===== config.mk =====
export PLATFORM = sky130hd
export DESIGN_NAME = sdpram_fifo_ctrl
export DESIGN_NICKNAME = d
export VERILOG_FILES = /design/src/rtl/sdpram_fifo_pkg.sv /design/src/rtl/sdpram_fifo_obuf.sv /design/src/rtl/sdpram_fifo_ctrl.sv
export SDC_FILE = /design/constraint.sdc
export NUM_CORES = 1
export LEC_CHECK = 0
export BUFFER_PORTS_ARGS = -buffer_cell sky130_fd_sc_hd__buf_2
export CORE_ASPECT_RATIO = 0.8
export CORE_MARGIN = 3
export CORE_UTILIZATION = 40
export DETAILED_ROUTE_END_ITERATION = 6
export PLACE_DENSITY = 0.78
export SLEW_MARGIN = 20
export SYNTH_ARGS = -nofsm -noshare
export SYNTH_HDL_FRONTEND = slang
export SYNTH_SLANG_ARGS = --single-unit

===== constraint.sdc =====
create_clock -name clk -period 2.8 [get_ports clk]
set_input_delay 0.14 -clock clk [delete_from_list [all_inputs] [get_ports clk]]
set_output_delay 0.14 -clock clk [all_outputs]
set_load 0.02 [all_outputs]

===== src/rtl/sdpram_fifo_pkg.sv =====
// sdpram_fifo_pkg: sizing helpers shared by the sdpram FIFO controller and its output buffer.
package sdpram_fifo_pkg;

  localparam int MaxReadLatency = 4;

  function automatic int ptr_width(input int depth);
    return (depth > 1) ? $clog2(depth) : 1;
  endfunction

  // Occupancy counter must hold Depth + ReadLatency + 1 (RAM + in flight + buffer).
  function automatic int cnt_width(input int depth, input int read_latency);
    return $clog2(depth + read_latency + 2);
  endfunction

  function automatic int buf_cnt_width(input int entries);
    return $clog2(entries + 1);
  endfunction

endpackage


===== src/rtl/sdpram_fifo_obuf.sv =====
// sdpram_fifo_obuf: small circular queue that holds prefetched RAM words; head is presented
// straight from registers so the consumer sees no RAM latency.
module sdpram_fifo_obuf
  import sdpram_fifo_pkg::*;
#(
  parameter int DataWidth = 32,
  parameter int Entries   = 2
) (
  input  logic                                 clk,
  input  logic                                 rst_n,
  input  logic                                 push_i,
  input  logic [DataWidth-1:0]                 data_i,
  input  logic                                 pop_i,
  output logic [buf_cnt_width(Entries)-1:0]    cnt_o,
  output logic [DataWidth-1:0]                 head_o
);

  localparam int PW = ptr_width(Entries);
  localparam int CW = buf_cnt_width(Entries);

  logic [DataWidth-1:0] mem_q [Entries];
  logic [PW-1:0]        head_q;
  logic [PW-1:0]        tail_q;
  logic [CW-1:0]        cnt_q;

  // Entries need not be a power of two, so wrap explicitly.
  function automatic logic [PW-1:0] next_ptr(input logic [PW-1:0] p);
    return (p == PW'(Entries - 1)) ? '0 : p + PW'(1);
  endfunction

  // A push while full is legal only together with a pop: the freed head slot becomes the tail.
  always_ff @(posedge clk or negedge rst_n) begin
    if (!rst_n) begin
      for (int i = 0; i < Entries; i++) begin
        mem_q[i] <= '0;
      end
      head_q <= '0;
      tail_q <= '0;
      cnt_q  <= '0;
    end else begin
      if (push_i) begin
        mem_q[tail_q] <= data_i;
        tail_q        <= next_ptr(tail_q);
      end
      if (pop_i) begin
        head_q <= next_ptr(head_q);
      end
      cnt_q <= cnt_q + CW'(push_i) - CW'(pop_i);
    end
  end

  assign cnt_o  = cnt_q;
  assign head_o = mem_q[head_q];

endmodule


===== src/rtl/sdpram_fifo_ctrl.sv =====
// sdpram_fifo_ctrl: valid/ready FIFO controller for an external simple dual-port RAM, with a
// prefetch buffer hiding the RAM read latency. Define SDPRAM_FIFO_STATS_EN for the max_count port.
module sdpram_fifo_ctrl
  import sdpram_fifo_pkg::*;
#(
  parameter int DataWidth    = 32,
  parameter int Depth        = 16,
  parameter int ReadLatency  = 1,
  parameter int AddrBusWidth = 32
) (
  input  logic                                          clk,
  input  logic                                          rst_n,
  input  logic                                          in_valid,
  output logic                                          in_ready,
  input  logic [DataWidth-1:0]                          in_data,
  output logic                                          out_valid,
  input  logic                                          out_ready,
  output logic [DataWidth-1:0]                          out_data,
  output logic [cnt_width(Depth, ReadLatency)-1:0]      count,
`ifdef SDPRAM_FIFO_STATS_EN
  output logic [cnt_width(Depth, ReadLatency)-1:0]      max_count,
`endif
  output logic                                          ram_we,
  output logic [AddrBusWidth-1:0]                       ram_waddr,
  output logic [DataWidth-1:0]                          ram_wdata,
  output logic                                          ram_re,
  output logic [AddrBusWidth-1:0]                       ram_raddr,
  input  logic [DataWidth-1:0]                          ram_rdata
);

  localparam int PipeLen = (ReadLatency > MaxReadLatency) ? MaxReadLatency : ReadLatency;
  localparam int B       = PipeLen + 1;
  localparam int PW      = ptr_width(Depth);
  localparam int RCW     = PW + 1;
  localparam int CW      = cnt_width(Depth, ReadLatency);
  localparam int BCW     = buf_cnt_width(B);

  logic [PW-1:0]  wptr_q, wptr_d;
  logic [PW-1:0]  rptr_q, rptr_d;
  logic [RCW-1:0] ram_cnt_q, ram_cnt_d;
  logic           ready_en_q;

  logic           push;
  logic           pop;
  logic           issue;
  logic           rd_arrive;
  logic [CW-1:0]  inflight_cnt;
  logic [CW-1:0]  occ;
  logic [BCW-1:0] buf_cnt;

  // ready_en_q keeps in_ready low during reset and for the first cycle after release.
  assign in_ready  = ready_en_q && (ram_cnt_q < RCW'(Depth));
  assign push      = in_valid && in_ready;
  assign out_valid = (buf_cnt != '0);
  assign pop       = out_valid && out_ready;

  // Only words already in RAM (written on an earlier edge) may be read, so a read never
  // races the write of the same address.
  assign occ   = inflight_cnt + CW'(buf_cnt);
  assign issue = (ram_cnt_q != '0) && ((occ < CW'(B)) || ((occ == CW'(B)) && pop));

  assign ram_we    = push;
  assign ram_waddr = AddrBusWidth'(wptr_q);
  assign ram_wdata = in_data;
  assign ram_re    = issue;
  assign ram_raddr = AddrBusWidth'(rptr_q);

  always_comb begin
    wptr_d    = wptr_q;
    rptr_d    = rptr_q;
    ram_cnt_d = ram_cnt_q + RCW'(push) - RCW'(issue);
    if (push) begin
      wptr_d = wptr_q + PW'(1);
    end
    if (issue) begin
      rptr_d = rptr_q + PW'(1);
    end
  end

  always_ff @(posedge clk or negedge rst_n) begin
    if (!rst_n) begin
      wptr_q     <= '0;
      rptr_q     <= '0;
      ram_cnt_q  <= '0;
      ready_en_q <= 1'b0;
    end else begin
      wptr_q     <= wptr_d;
      rptr_q     <= rptr_d;
      ram_cnt_q  <= ram_cnt_d;
      ready_en_q <= 1'b1;
    end
  end

  // Tracks which issued reads are still travelling through the RAM pipeline.
  if (PipeLen == 0) begin : g_no_pipe
    assign rd_arrive    = ram_re;
    assign inflight_cnt = '0;
  end else begin : g_pipe
    logic [PipeLen-1:0] pipe_q, pipe_d;

    always_comb begin
      pipe_d    = pipe_q << 1;
      pipe_d[0] = ram_re;
    end

    always_ff @(posedge clk or negedge rst_n) begin
      if (!rst_n) begin
        pipe_q <= '0;
      end else begin
        pipe_q <= pipe_d;
      end
    end

    always_comb begin
      inflight_cnt = '0;
      for (int i = 0; i < PipeLen; i++) begin
        inflight_cnt = inflight_cnt + CW'(pipe_q[i]);
      end
    end

    assign rd_arrive = pipe_q[PipeLen-1];
  end

  sdpram_fifo_obuf #(
    .DataWidth (DataWidth),
    .Entries   (B)
  ) u_obuf (
    .clk    (clk),
    .rst_n  (rst_n),
    .push_i (rd_arrive),
    .data_i (ram_rdata),
    .pop_i  (pop),
    .cnt_o  (buf_cnt),
    .head_o (out_data)
  );

  assign count = CW'(ram_cnt_q) + inflight_cnt + CW'(buf_cnt);

`ifdef SDPRAM_FIFO_STATS_EN
  logic [CW-1:0] max_count_q;

  always_ff @(posedge clk or negedge rst_n) begin
    if (!rst_n) begin
      max_count_q <= '0;
    end else if (count > max_count_q) begin
      max_count_q <= count;
    end
  end

  assign max_count = max_count_q;
`endif

endmodule

Word-level counts from Yosys, hierarchy flattened:

Cells that the tools add are included.

* $add $sub $neg: 11
* multipliers: 0
* div/mod/pow operators: 0
* order comparisons: 5
* equality and inequality tests: 1
* shifts and indexed selects: 0
* muxes and demuxes: 8
* bitwise gates (word level): 2
* reductions and logical operators: 9

Operators with widths (count)
* $mux 32: 4
* $bwmux 64: 1
* $demux 32 s1: 1
* $add 5x1->5: 2
* $add 4x1->4 const B: 2
* $logic_and 1x1->1: 6
* $add 5x2->5: 1
* $lt 5x5->1 const B: 1
* $reduce_bool 5->1: 1
* $sub 5x1->5: 1
* $ge 2x2->1 const B: 2
* $not 1->2: 2
* $add 1x2->3: 1
* $eq 3x2->1 const B: 1
* $lt 3x2->1 const B: 1
* $add 1x1->1 const B: 2
* $add 2x1->2: 1
* $lt 2x1->1 const B: 1
* $mux 1: 2
* $reduce_bool 2->1: 1
* $sub 2x1->2: 1
* $logic_or 1x1->1: 1

* flip-flop bits (word level): 83
* bits in latches: 0
* memory bits (writable): 0
* ROM bits: 0
* output and inout bits: 137
* logic and storage cells: 46
* memories kept: 0

Logic depth before layout (Yosys ltp):

Gate-level depths: netlist of the first run.

* depth in word-level cells: 6
* gate-level depth with buffers: 14
* depth with buffers taken out: 14

By module:

From an unflattened synthesis of the first run, not the netlist that was laid out.

* cell total of the unflattened synthesis: 356
* area total of the unflattened synthesis: 4565.6 sq um

By module, submodules not included
* sdpram_fifo_obuf: instances 1, cells an instance 185, area an instance 2974.1 sq um, sequential area each 1701.6 sq um
* sdpram_fifo_ctrl: instances 1, cells an instance 171, area an instance 1591.5 sq um, sequential area each 375.4 sq um

Worst setup path after synthesis of the first run:

No wires, ideal clock.

* path kind: register to register
* start: register g_pipe.pipe_q
* end: register ram_cnt_q[4]
* data arrival time: 2.606 ns
* setup slack: 0.114 ns
* cell stages (with the launch flop): 15
* path buffers: 0
* path through: dfrtp_1 > ha_1 > inv_1 > ha_1 > nor4b_2 > o21a_4 > ha_1 > inv_1 > ha_1 > inv_1 > fa_1 > inv_1 > a21oi_1 > o21bai_1 > xnor2_1

* cells in the longest elaborated chain, start to end: 6
* elaborated cells on any way between the ends: 7
* those cells by class: 2 x add/sub; 1 x order compare; 1 x eq/ne; 3 x reduce/logical

RTL lines
* start, declared: RTL line sdpram_fifo_ctrl.sv:99 `logic [PipeLen-1:0] pipe_q, pipe_d;`
* start signal, assigned: RTL line sdpram_fifo_ctrl.sv:110 `pipe_q <= pipe_d;`
* $add 1x2->3 *: RTL line sdpram_fifo_ctrl.sv:59 `assign occ = inflight_cnt + CW'(buf_cnt);`
* parallel branches: the longest is 2 deep, another holds $lt 3x2->1
* $logic_or 1x1->1 *: RTL line sdpram_fifo_ctrl.sv:60 `assign issue = (ram_cnt_q != '0) && ((occ < CW'(B)) || ((occ == CW'(B)) && pop));`
* $logic_and 1x1->1 *: RTL line sdpram_fifo_ctrl.sv:60
* via ram_re: RTL line sdpram_fifo_ctrl.sv:26 `output logic ram_re,`
* $sub 5x1->5 *: RTL line sdpram_fifo_ctrl.sv:71 `ram_cnt_d = ram_cnt_q + RCW'(push) - RCW'(issue);`
* via ram_cnt_d[4]: RTL line sdpram_fifo_ctrl.sv:40 `logic [RCW-1:0] ram_cnt_q, ram_cnt_d;`
* end signal, assigned: RTL line sdpram_fifo_ctrl.sv:89 `ram_cnt_q <= ram_cnt_d;`
* end, declared: RTL line sdpram_fifo_ctrl.sv:40

Mark *: on every way through the listed nets, which the timed path passes.
A chain may end at the register's enable or synchronous reset.

Worst setup path after layout of the first run:

* start: register u_obuf.cnt_q[0], in the netlist u_obuf.cnt_o[0]
* end: register ram_cnt_q[4]

* cells in the longest elaborated chain, start to end: 6
* elaborated cells on any way between the ends: 9
* those cells by class: 2 x add/sub; 1 x order compare; 1 x eq/ne; 5 x reduce/logical

RTL lines
* start, declared: RTL line sdpram_fifo_obuf.sv:24 `logic [CW-1:0] cnt_q;`
* start signal, assigned: RTL line sdpram_fifo_obuf.sv:48 `cnt_q <= cnt_q + CW'(push_i) - CW'(pop_i);`
* parallel branches: the longest is 3 deep, another holds $add 1x2->3
* $logic_or 1x1->1 *: RTL line sdpram_fifo_ctrl.sv:60
* $logic_and 1x1->1 *: RTL line sdpram_fifo_ctrl.sv:60
* $sub 5x1->5 *: RTL line sdpram_fifo_ctrl.sv:71
* via ram_cnt_d[4]: RTL line sdpram_fifo_ctrl.sv:40

Marks and branches as above.

==> results.ini, run 1 <==
[floorplan]
initial_core_util=0.412
core_um2=10900
pin_count=205
fp.dieW_um=125
num_rows=34
die_h_um=101
die_area_um2=12600

[timing]
maxSlewHeadroom=0.479
post-route-min-period_ns=2.67
finalCritPeriodShare=0.954
hold_ws_ns=0.0536
max_freq_mhz=374
tightest_slew_ns=0.781
setup_viol=0
fin_ws_ns=0.128
clock_skew_ns=0.00343
hold_violations=0
finalMaxSlewViolations=0

[clock_tree]
clk_latency_ns=0.33
htreeDepth=3
root_buffer=clkbuf_16
cts_buffer_depth=2
cts.sinks=83
cts_buffers=9
tritoncts=done
cts.clk_slew.worst_paths_ns=0.06

[synth]
synthFlopType=dfrtp_1
syn_avg_cell_area_um2=12.7
synthCells=355
yosys.cell_types.count=27
synth_edf_count=0
synth-seq-area-share=0.461
syn-cell-area_um2=4510
ys.warnings.count=0
synth_async_sr_flop_share=1.00
synth_seq_cells=83

[grt]
grt_pass1_wl_um=13200
grt_start_max_net_pins=84
overflow=0
antenna_found_initial=0
grt_use_total=0.131
grt_pass1_vias=2732

[final_layout]
final_common_cell=mux2_2
fillers=1014
antennaDiodeCount=0
final_cell_mix=mux2_2 (97), dfrtp_1 (83), buf_2 (83), conb_1 (57), buf_4 (15)
nNetsFinal=509
seqCellArea_um2=2080
syn2layout_area_growth_pct=12.7
final_area_um2=5080
final_util=0.465
multi_input_area_um2=1910
final_cells=571
final_layout_size_suffix_gt1_frac=0.527

[placement]
io_buffers=84
dp.cells=547
hpwl_um=5870
gp_congestion=0.770
placed_cell_area_um2=4690
pre_cts_ws_ns=-0.0155

[detailed_routing]
via_count=2570
drc=0
drtAntennaViolNets=0
firstDrtPassIters=2
wl_per_cell_um=14.4
wl_um=8240
vias_per_cell=4.50
drtIter0Drc=60

[worst_setup_path]
cp-end-kind=flop
critPathKind=flop to flop
worstPathArrival_ns=2.92
slowest_stage=dfrtp_1
cpPeakStageDelay_ns=0.38
critPathLaunchType=flop
path_max_fanout=4
worst_path_most_repeated_cell=inv_2
cp_cell_sequence=ha_2, inv_1, ha_1, nor4b_4, o21a_4, ha_4, inv_2, ha_4, inv_2, fa_2, inv_2, a21oi_1, o21bai_1, xnor2_1
worstPathRequired_ns=3.05

[flow_run]
cap_violations=0

[pwr]
combPwrFrac=0.544
peakVddDrop_v=0.000802
leakage_nw=2.42
switchingPower_mw=2.89
pwr-share-seq=0.303
power_density_nw_per_um2=1450
p_clk_frac=0.153
p_sw_frac=0.393
internal_power_mw=4.46

[hold_path]
hold_path.class=input port to flop

[run_status]
status=completed

power by group through the flow:
stage,sequential (mW),combinational [mW],clock (mW)
3_5_place_dp,2.25,3.81,0
4_1_cts,2.23,3.88,1.18
5_1_grt,2.32,4.35,1.23
3_3_place_gp,2.20,3.69,0
2_1_floorplan,2.20,2.86,0
6_report,2.23,4.00,1.13
cell type report:
cell class,count,share of cell area
repair buffers,101,0.112
clock inverters,6,0.0113
clock buffers,9,0.0443
well taps,144,0.0354
multi-input cells,211,0.376
flip-flops and latches,83,0.409
inverters,17,0.0126
state kept, by name, indices dropped and copies added (netlist names):
signal / count
ram_cnt_q: 5
u_obuf.tail_q: 1
u_obuf.head_q: 1
rptr_q: 4
u_obuf.cnt_o: 2
wptr_q: 4
ready_en_q: 1
g_pipe.pipe_q: 1
u_obuf.mem_q: 64
cells in the mapped netlist, types with 2 or more instances:
cell,count,area share
mux2_2,97,0.24
o211ai_1,2,0.0033
inv_1,17,0.014
nand2_1,4,0.0033
ha_1,15,0.042
nor2b_1,2,0.0028
dfrtp_1,83,0.46
fa_1,3,0.013
buf_4,88,0.15
conb_1,2,0.0017
a21oi_1,2,0.0022
clkbuf_1,2,0.0017
buf_2,9,0.010
xor2_1,6,0.012
xnor2_1,11,0.021
critical path, delay by kind of cell (launching register included):
family                   cells  cell delay, ns
buffers and inverters        4            0.21
AO/OA/AOI/OAI                3            0.44
XOR/XNOR                     1            0.14
AND/OR/NAND/NOR              1            0.26
adder cells (fa/ha/maj)      5            1.17
flip-flops                   1            0.38
final timing paths:
check | startpoint | endpoint | slack (ns) | cells past startpoint
min reg2reg | rptr_q[3] | rptr_q[3] | 0.47 | 1
min in group asynchronous | rst_n | u_obuf.mem_q[25] | 0.44 | 2
max | u_obuf.cnt_o[0] | ram_cnt_q[4] | 0.13 | 14
max reg2reg | u_obuf.cnt_o[0] | ram_cnt_q[4] | 0.13 | 14
max in group asynchronous | rst_n | u_obuf.mem_q[42] | 1.85 | 2
min | ram_rdata[3] | u_obuf.mem_q[35] | 0.05 | 2
metal layers:
layer	GRT usage	up-vias	wire length (µm)
met2	0.219	97	4090
met5	0	-	0
met1	0.157	1291	3470
met3	0.0514	13	573
li1	-	1169	-
met4	0.0438	0	110
logic make-up (layout without fill, tap and decap cells):
| logic type | count (synthesis) | count (layout) | share of synthesized area |
|---|---|---|---|
| buf+inv | 116 | 133 | 0.172 |
| mux | 98 | 98 | 0.246 |
| flops | 83 | 83 | 0.461 |
| fa+ha+maj | 18 | 18 | 0.0549 |
| xor+xnor | 17 | 17 | 0.0330 |
| simple gates | 12 | 12 | 0.0175 |
| compound gates | 9 | 9 | 0.0144 |
| other cells | 2 | 57 | 0.00167 |
what timing repair did:
action                                  in CTS  in global routing
hold buffers                                 0                  1
endpoints found under the setup margin       1                  1
gates cloned                                 0                  0
pin swaps                                    0                  6
buffers inserted                             1                  7
endpoints found under the hold margin        0                 83
gates resized for setup                      1                  9
stage by stage:
step	TNS [ns]	total power, mW
after floorplan	0	5.05
after global placement	0	5.89
after detailed placement	-0.0155	6.06
after CTS	0	7.29
after global routing	-0.00966	7.89
final	0	7.35
(Power assumes the default switching activity.)
==> inputs of run 2 (changes only) <==
--- a/config.mk
+++ b/config.mk
@@ -7,10 +7,9 @@
 export LEC_CHECK = 0
 export BUFFER_PORTS_ARGS = -buffer_cell sky130_fd_sc_hd__buf_2
 export CORE_ASPECT_RATIO = 0.8
-export CORE_MARGIN = 3
-export CORE_UTILIZATION = 40
+export CORE_UTILIZATION = 37
 export DETAILED_ROUTE_END_ITERATION = 6
-export PLACE_DENSITY = 0.78
+export PLACE_DENSITY = 0.73
 export SLEW_MARGIN = 20
 export SYNTH_ARGS = -nofsm -noshare
 export SYNTH_HDL_FRONTEND = slang
==> run 2 against run 1 <==
The flow now finishes with violations (DRC); die area increased by 0.35%; clock power increased by 6%; cell area increased by 0.32%; critical path depth decreased by 1; maximum frequency increased by 0.14%; worst setup slack improved by 0.0039 ns; critical path type unchanged; critical endpoint unchanged; largest cell class unchanged.
==> results.ini, run 2 (synthesis gave the netlist of run 1 again) <==
[run_status]
status=finished, violations left
failed_checks=DRC

[worst_setup_path]
cp_cell_sequence=inv_2, ha_2, or4b_4, o21a_4, ha_4, inv_1, ha_2, inv_2, fa_2, inv_1, a21oi_1, o21bai_1, xnor2_1
path_delay_family=adder cells
critPathKind=flop to flop
critPathLaunchType=flop
path_max_fanout=5  ; +1
worstPathRequired_ns=3.05  ; about the same
slowest_stage=or4b_4
cpPeakStageDelay_ns=0.47  ; +0.09 ns
worstPathArrival_ns=2.92  ; about the same
cp-end-kind=flop
ff2ff_setup_slack_ns=0.13  ; about the same
path_buf_inv=4  ; unchanged

[final_layout]
reg_top3=u_obuf.mem_q (64), ram_cnt_q (5)
nNetsFinal=508  ; -0.20%
largest_reg_flops=64  ; unchanged
final_area_um2=5100  ; +0.32%
final_util=0.436  ; -0.0288
final_layout_size_suffix_gt1_frac=0.525  ; -0.00223
syn2layout_area_growth_pct=13.1
antennaDiodeCount=0  ; unchanged
final_cells=573  ; +0.35%
top_register=u_obuf.mem_q
final_common_cell=mux2_2
final_cell_mix=mux2_2 (97), buf_2 (83), dfrtp_1 (80), conb_1 (57), inv_1 (15)

[clock_tree]
cts.sinks=83  ; unchanged
clk_latency_ns=0.33  ; about the same
tritoncts=done
htreeDepth=3  ; unchanged
cts_buffer_depth=2  ; unchanged
root_buffer=clkbuf_16
cts.clk_slew.worst_paths_ns=0.06  ; about the same
cts_buffers=9  ; unchanged

[floorplan]
pin_count=205  ; unchanged
die_h_um=101  ; -0.22%
core_um2=11700  ; +6.9%
num_rows=35  ; +2.9%
fp.dieW_um=125  ; +0.57%
initial_core_util=0.386  ; -0.0268
die_area_um2=12600  ; +0.35%

[detailed_routing]
drtAntennaViolNets=0  ; unchanged
via_count=2557  ; -0.51%
firstDrtPassIters=7  ; +5
drc=11  ; +11
wl_um=8000  ; -2.9%
drtIter0Drc=69  ; +15%
wl_per_cell_um=14.0  ; -3.2%
vias_per_cell=4.46  ; -0.85%

[grt]
grt_pass1_wl_um=12500  ; -5.7%
overflow=0  ; unchanged
antenna_found_initial=0  ; unchanged
grt_start_max_net_pins=84  ; unchanged
grt_pass1_vias=2594  ; -5.1%
grt_use_total=0.129  ; -0.00261

[placement]
io_buffers=84  ; unchanged
placed_cell_area_um2=4690  ; +0.11%
gp_congestion=0.723  ; -6.1%
dp.cells=551  ; +0.73%
hpwl_um=5440  ; -7.3%

[timing]
clock_skew_ns=0.00695  ; +0.00352 ns
hold_violations=0  ; unchanged
tightest_slew_ns=0.756  ; -0.0251 ns
finalMaxSlewViolations=0  ; unchanged
finalCritPeriodShare=0.953  ; -0.00138
setup_viol=0  ; unchanged
tns_ns=0  ; unchanged
max_freq_mhz=375  ; +0.14%
hold_ws_ns=0.0536  ; +0.0000117 ns
post-route-min-period_ns=2.67  ; -0.00386 ns
maxSlewHeadroom=0.496  ; +0.0167

[pwr]
peakVddDrop_v=0.00109  ; +36%
leakage_nw=2.42  ; -0.14%
power_density_nw_per_um2=1450  ; +0.20%

[hold_path]
hold_path.class=input port to flop

[flow_run]
cap_violations=0  ; unchanged

## run 2: changes by cell type in the layout (fill, tap and decap cells not counted), sizes merged
cell | before | now
clkinv | 4 | 1
clkbuf | 9 | 11
buf | 100 | 99
bufinv | 1 | 2
clkinvlp | 1 | 0
## run 2: metrics by stage
stage	worst slack [ns]	power (mW)
after floorplan	0.114	5.05
after global placement	0.129	5.90
after detailed placement	0.0157	6.04
after CTS	0.00916	7.31
after global routing	-0.0271	7.90
final	0.132	7.39
## run 2: path summary, 6_finish.rpt
kind	from	endpoint	cells past startpoint
max	ram_cnt_q[2]	ram_cnt_q[4]	13
max in group asynchronous	rst_n	ram_cnt_q[2]	2
min reg2reg	wptr_q[3]	wptr_q[3]	1
min	ram_rdata[29]	u_obuf.mem_q[61]	2
min in group asynchronous	rst_n	u_obuf.mem_q[56]	2
max reg2reg	ram_cnt_q[2]	ram_cnt_q[4]	13
## run 2: what timing repair did
item                       4_1_cts  5_1_grt
setup buffers                    0        7
setup endpoints to repair        1        1
hold buffers                     0        1
gates resized for setup          1       11
hold endpoints to repair         0       83
pin swaps                        0        3
cloned                           0        0
## run 2: cell type report
class	instances	area, µm²
clock inverters	3	65.1
flip-flops and latches	83	2080
clock buffers	11	233
repair buffers	100	562
multi-input cells	211	1910
well taps	148	185
inverters	17	63.8
fillers	1072	6590
## run 2: worst reg2reg max path, delay by kind of cell (launching register included)
family                     cells  cell delay (ns)
AOI/OAI and AO/OA              3             0.38
xor gates and xnor gates       1             0.13
adders and majority gates      4             0.94
buffers and inverters          4             0.24
DFF                            1             0.44
and+or+nand+nor                1             0.47
## run 2: power breakdown
| part | internal (mW) | leakage (nW) | switching, mW |
|---|---|---|---|
| sequential | 1.85 | 0.967 | 0.384 |
| combinational | 1.92 | 1.31 | 2.03 |
| clock | 0.770 | 0.145 | 0.431 |
| total | 4.54 | 2.42 | 2.85 |
## run 2: layer usage
metal	part of all wire	GRT usage	routed length (µm)	up-vias
met1	0.41	0.149	3310	1277
met4	0.011	0.0582	85	0
met3	0.070	0.0483	560	9
met2	0.51	0.214	4040	107
met5	0	0	0	-
li1	-	-	-	1164
==> inputs of run 3 (changes only) <==
--- a/config.mk
+++ b/config.mk
@@ -5,11 +5,12 @@
 export SDC_FILE = /design/constraint.sdc
 export NUM_CORES = 1
 export LEC_CHECK = 0
-export BUFFER_PORTS_ARGS = -buffer_cell sky130_fd_sc_hd__buf_2
 export CORE_ASPECT_RATIO = 0.8
+export CORE_MARGIN = 4
 export CORE_UTILIZATION = 37
 export DETAILED_ROUTE_END_ITERATION = 6
-export PLACE_DENSITY = 0.73
+export DONT_BUFFER_PORTS = 1
+export PLACE_DENSITY = 0.58
 export SLEW_MARGIN = 20
 export SYNTH_ARGS = -nofsm -noshare
 export SYNTH_HDL_FRONTEND = slang
==> run 3 against run 2 <==
Clock skew fell by 0.0031 ns; cell area fell by 1.2%; sequential cell count did not move; total power fell by 5.2%; hold slack improved by 0.091 ns; the run now ends clean; final cell count fell by 9.2%; combinational power fell by 13%; maximum frequency barely moved.
==> results.ini, run 3 (synthesis gave the netlist of run 1 again) <==
[run_status]
status=completed

[floorplan]
core_um2=11700  ; +0.37%
num_rows=35  ; unchanged
pin_count=205  ; unchanged
die_h_um=107  ; +6.0%
fp.dieW_um=131  ; +4.8%
die_area_um2=14000  ; +11%
initial_core_util=0.384  ; -0.00144

[timing]
tns_ns=0  ; unchanged
post-route-min-period_ns=2.67  ; -0.00249 ns
setup_viol=0  ; unchanged
hold_ws_ns=0.145  ; +0.0913 ns
max_freq_mhz=375  ; about the same
clock_skew_ns=0.00381  ; -0.00314 ns
finalCritPeriodShare=0.952  ; about the same
hold_violations=0  ; unchanged
finalMaxSlewViolations=0  ; unchanged
maxSlewHeadroom=0.662  ; +0.166
tightest_slew_ns=0.503  ; -0.253 ns

[worst_setup_path]
path_max_fanout=3  ; -2
worstPathArrival_ns=2.91  ; about the same
critPathKind=flop to flop
path_delay_family=adder cells
path_buf_inv=4  ; unchanged
worstPathRequired_ns=3.05  ; about the same
slowest_stage=fa_2
cpPeakStageDelay_ns=0.40  ; -0.07 ns
cp-end-kind=flop
cp_cell_sequence=ha_2, inv_2, ha_4, nor4b_4, o21a_4, ha_4, inv_2, ha_2, inv_2, fa_2, inv_2, a21oi_2, o21bai_1, xnor2_1
worst_path_most_repeated_cell=inv_2
critPathLaunchType=flop
ff2ff_setup_slack_ns=0.13  ; about the same

[detailed_routing]
vias_per_cell=4.50  ; +0.84%
wl_um=8150  ; +1.9%
via_count=2340  ; -8.5%
drtAntennaViolNets=0  ; unchanged
firstDrtPassIters=4  ; -3
wl_per_cell_um=15.7  ; +12%
drc=0  ; -11
drtIter0Drc=60  ; -13%

[grt]
overflow=0  ; unchanged
grt_pass1_wl_um=13100  ; +5.1%
antenna_found_initial=0  ; unchanged
grt_pass1_vias=2521  ; -2.8%
grt_use_total=0.117  ; -0.0116
grt_start_max_net_pins=84  ; unchanged

[final_layout]
final_area_um2=5040  ; -1.2%
final_layout_size_suffix_gt1_frac=0.379  ; -0.146
final_util=0.429  ; -0.00685
final_common_cell=mux2_2
antennaDiodeCount=0  ; unchanged
largest_reg_flops=64  ; unchanged
reg_top3=u_obuf.mem_q (64), ram_cnt_q (5)
nNetsFinal=453  ; -11%
syn2layout_area_growth_pct=11.7
top_register=u_obuf.mem_q
final_cell_mix=mux2_2 (97), dfrtp_1 (82), conb_1 (57), dlygate4sd3_1 (33), inv_1 (13)
fillers=1055  ; -1.6%

[clock_tree]
cts.clk_slew.worst_paths_ns=0.06  ; about the same
root_buffer=clkbuf_16
cts.sinks=83  ; unchanged
clk_latency_ns=0.33  ; about the same
cts_buffer_depth=2  ; unchanged
cts_buffers=9  ; unchanged
htreeDepth=3  ; unchanged
tritoncts=done

[pwr]
peakVddDrop_v=0.000599  ; -45%
power.total_mw=7.00  ; -5.2%
power_density_nw_per_um2=1390  ; -4.0%
leakage_nw=2.23  ; -7.8%

[flow_run]
cap_violations=0  ; unchanged

[placement]
gp_congestion=0.736  ; +1.7%
placed_cell_area_um2=4290  ; -8.5%
hpwl_um=5460  ; +0.39%
io_buffers=0  ; -100%

[hold_path]
hold_path.class=input port to flop

[run 3: path summary, 6_finish.rpt]
kind / from / to / cells after the start
worst max-delay path: g_pipe.pipe_q / ram_cnt_q[4] / 14
worst min-delay path: out_ready / u_obuf.head_q / 2
worst max register to register: g_pipe.pipe_q / ram_cnt_q[4] / 14
worst min register to register: u_obuf.mem_q[10] / u_obuf.mem_q[10] / 1
max in group asynchronous: rst_n / u_obuf.cnt_o[1] / 2
min in group asynchronous: rst_n / u_obuf.mem_q[24] / 2
[run 3: what timing repair did]
action | in CTS | in global routing
endpoints found under the hold margin | 147 | 0
resized for setup | 0 | 12
setup buffers | 0 | 2
hold buffers | 34 | 0
setup endpoints to repair | 0 | 1
[run 3: power by group]
group | switching [mW] | total, mW | internal [mW]
Clock | 0.453 | 1.28 | 0.828
Combinational | 1.84 | 3.43 | 1.59
Sequential | 0.457 | 2.30 | 1.84
[run 3: layout make-up]
class	count	area (µm²)	share of cell area
repair buffers	45	465	0.0924
clock inverters	4	72.6	0.0144
well taps	148	185	0.0368
flip-flops and latches	83	2080	0.412
multi-input cells	211	1920	0.380
clock buffers	12	256	0.0509
inverters	17	63.8	0.0127
[run 3: metal layers]
metal,track usage,vias up,share of wire
li1,-,1061,-
met4,0.0322,0,0.0096
met1,0.141,1172,0.42
met5,0,-,0
met2,0.190,97,0.49
met3,0.0549,10,0.075
[run 3: per-stage QoR]
| step | cells | worst slack, ns |
|---|---|---|
| after floorplan | 410 | 0.114 |
| after global placement | 468 | 0.148 |
| after detailed placement | 468 | 0.0726 |
| after CTS | 518 | 0.0630 |
| after global routing | 520 | -0.0176 |
| final | 520 | 0.135 |
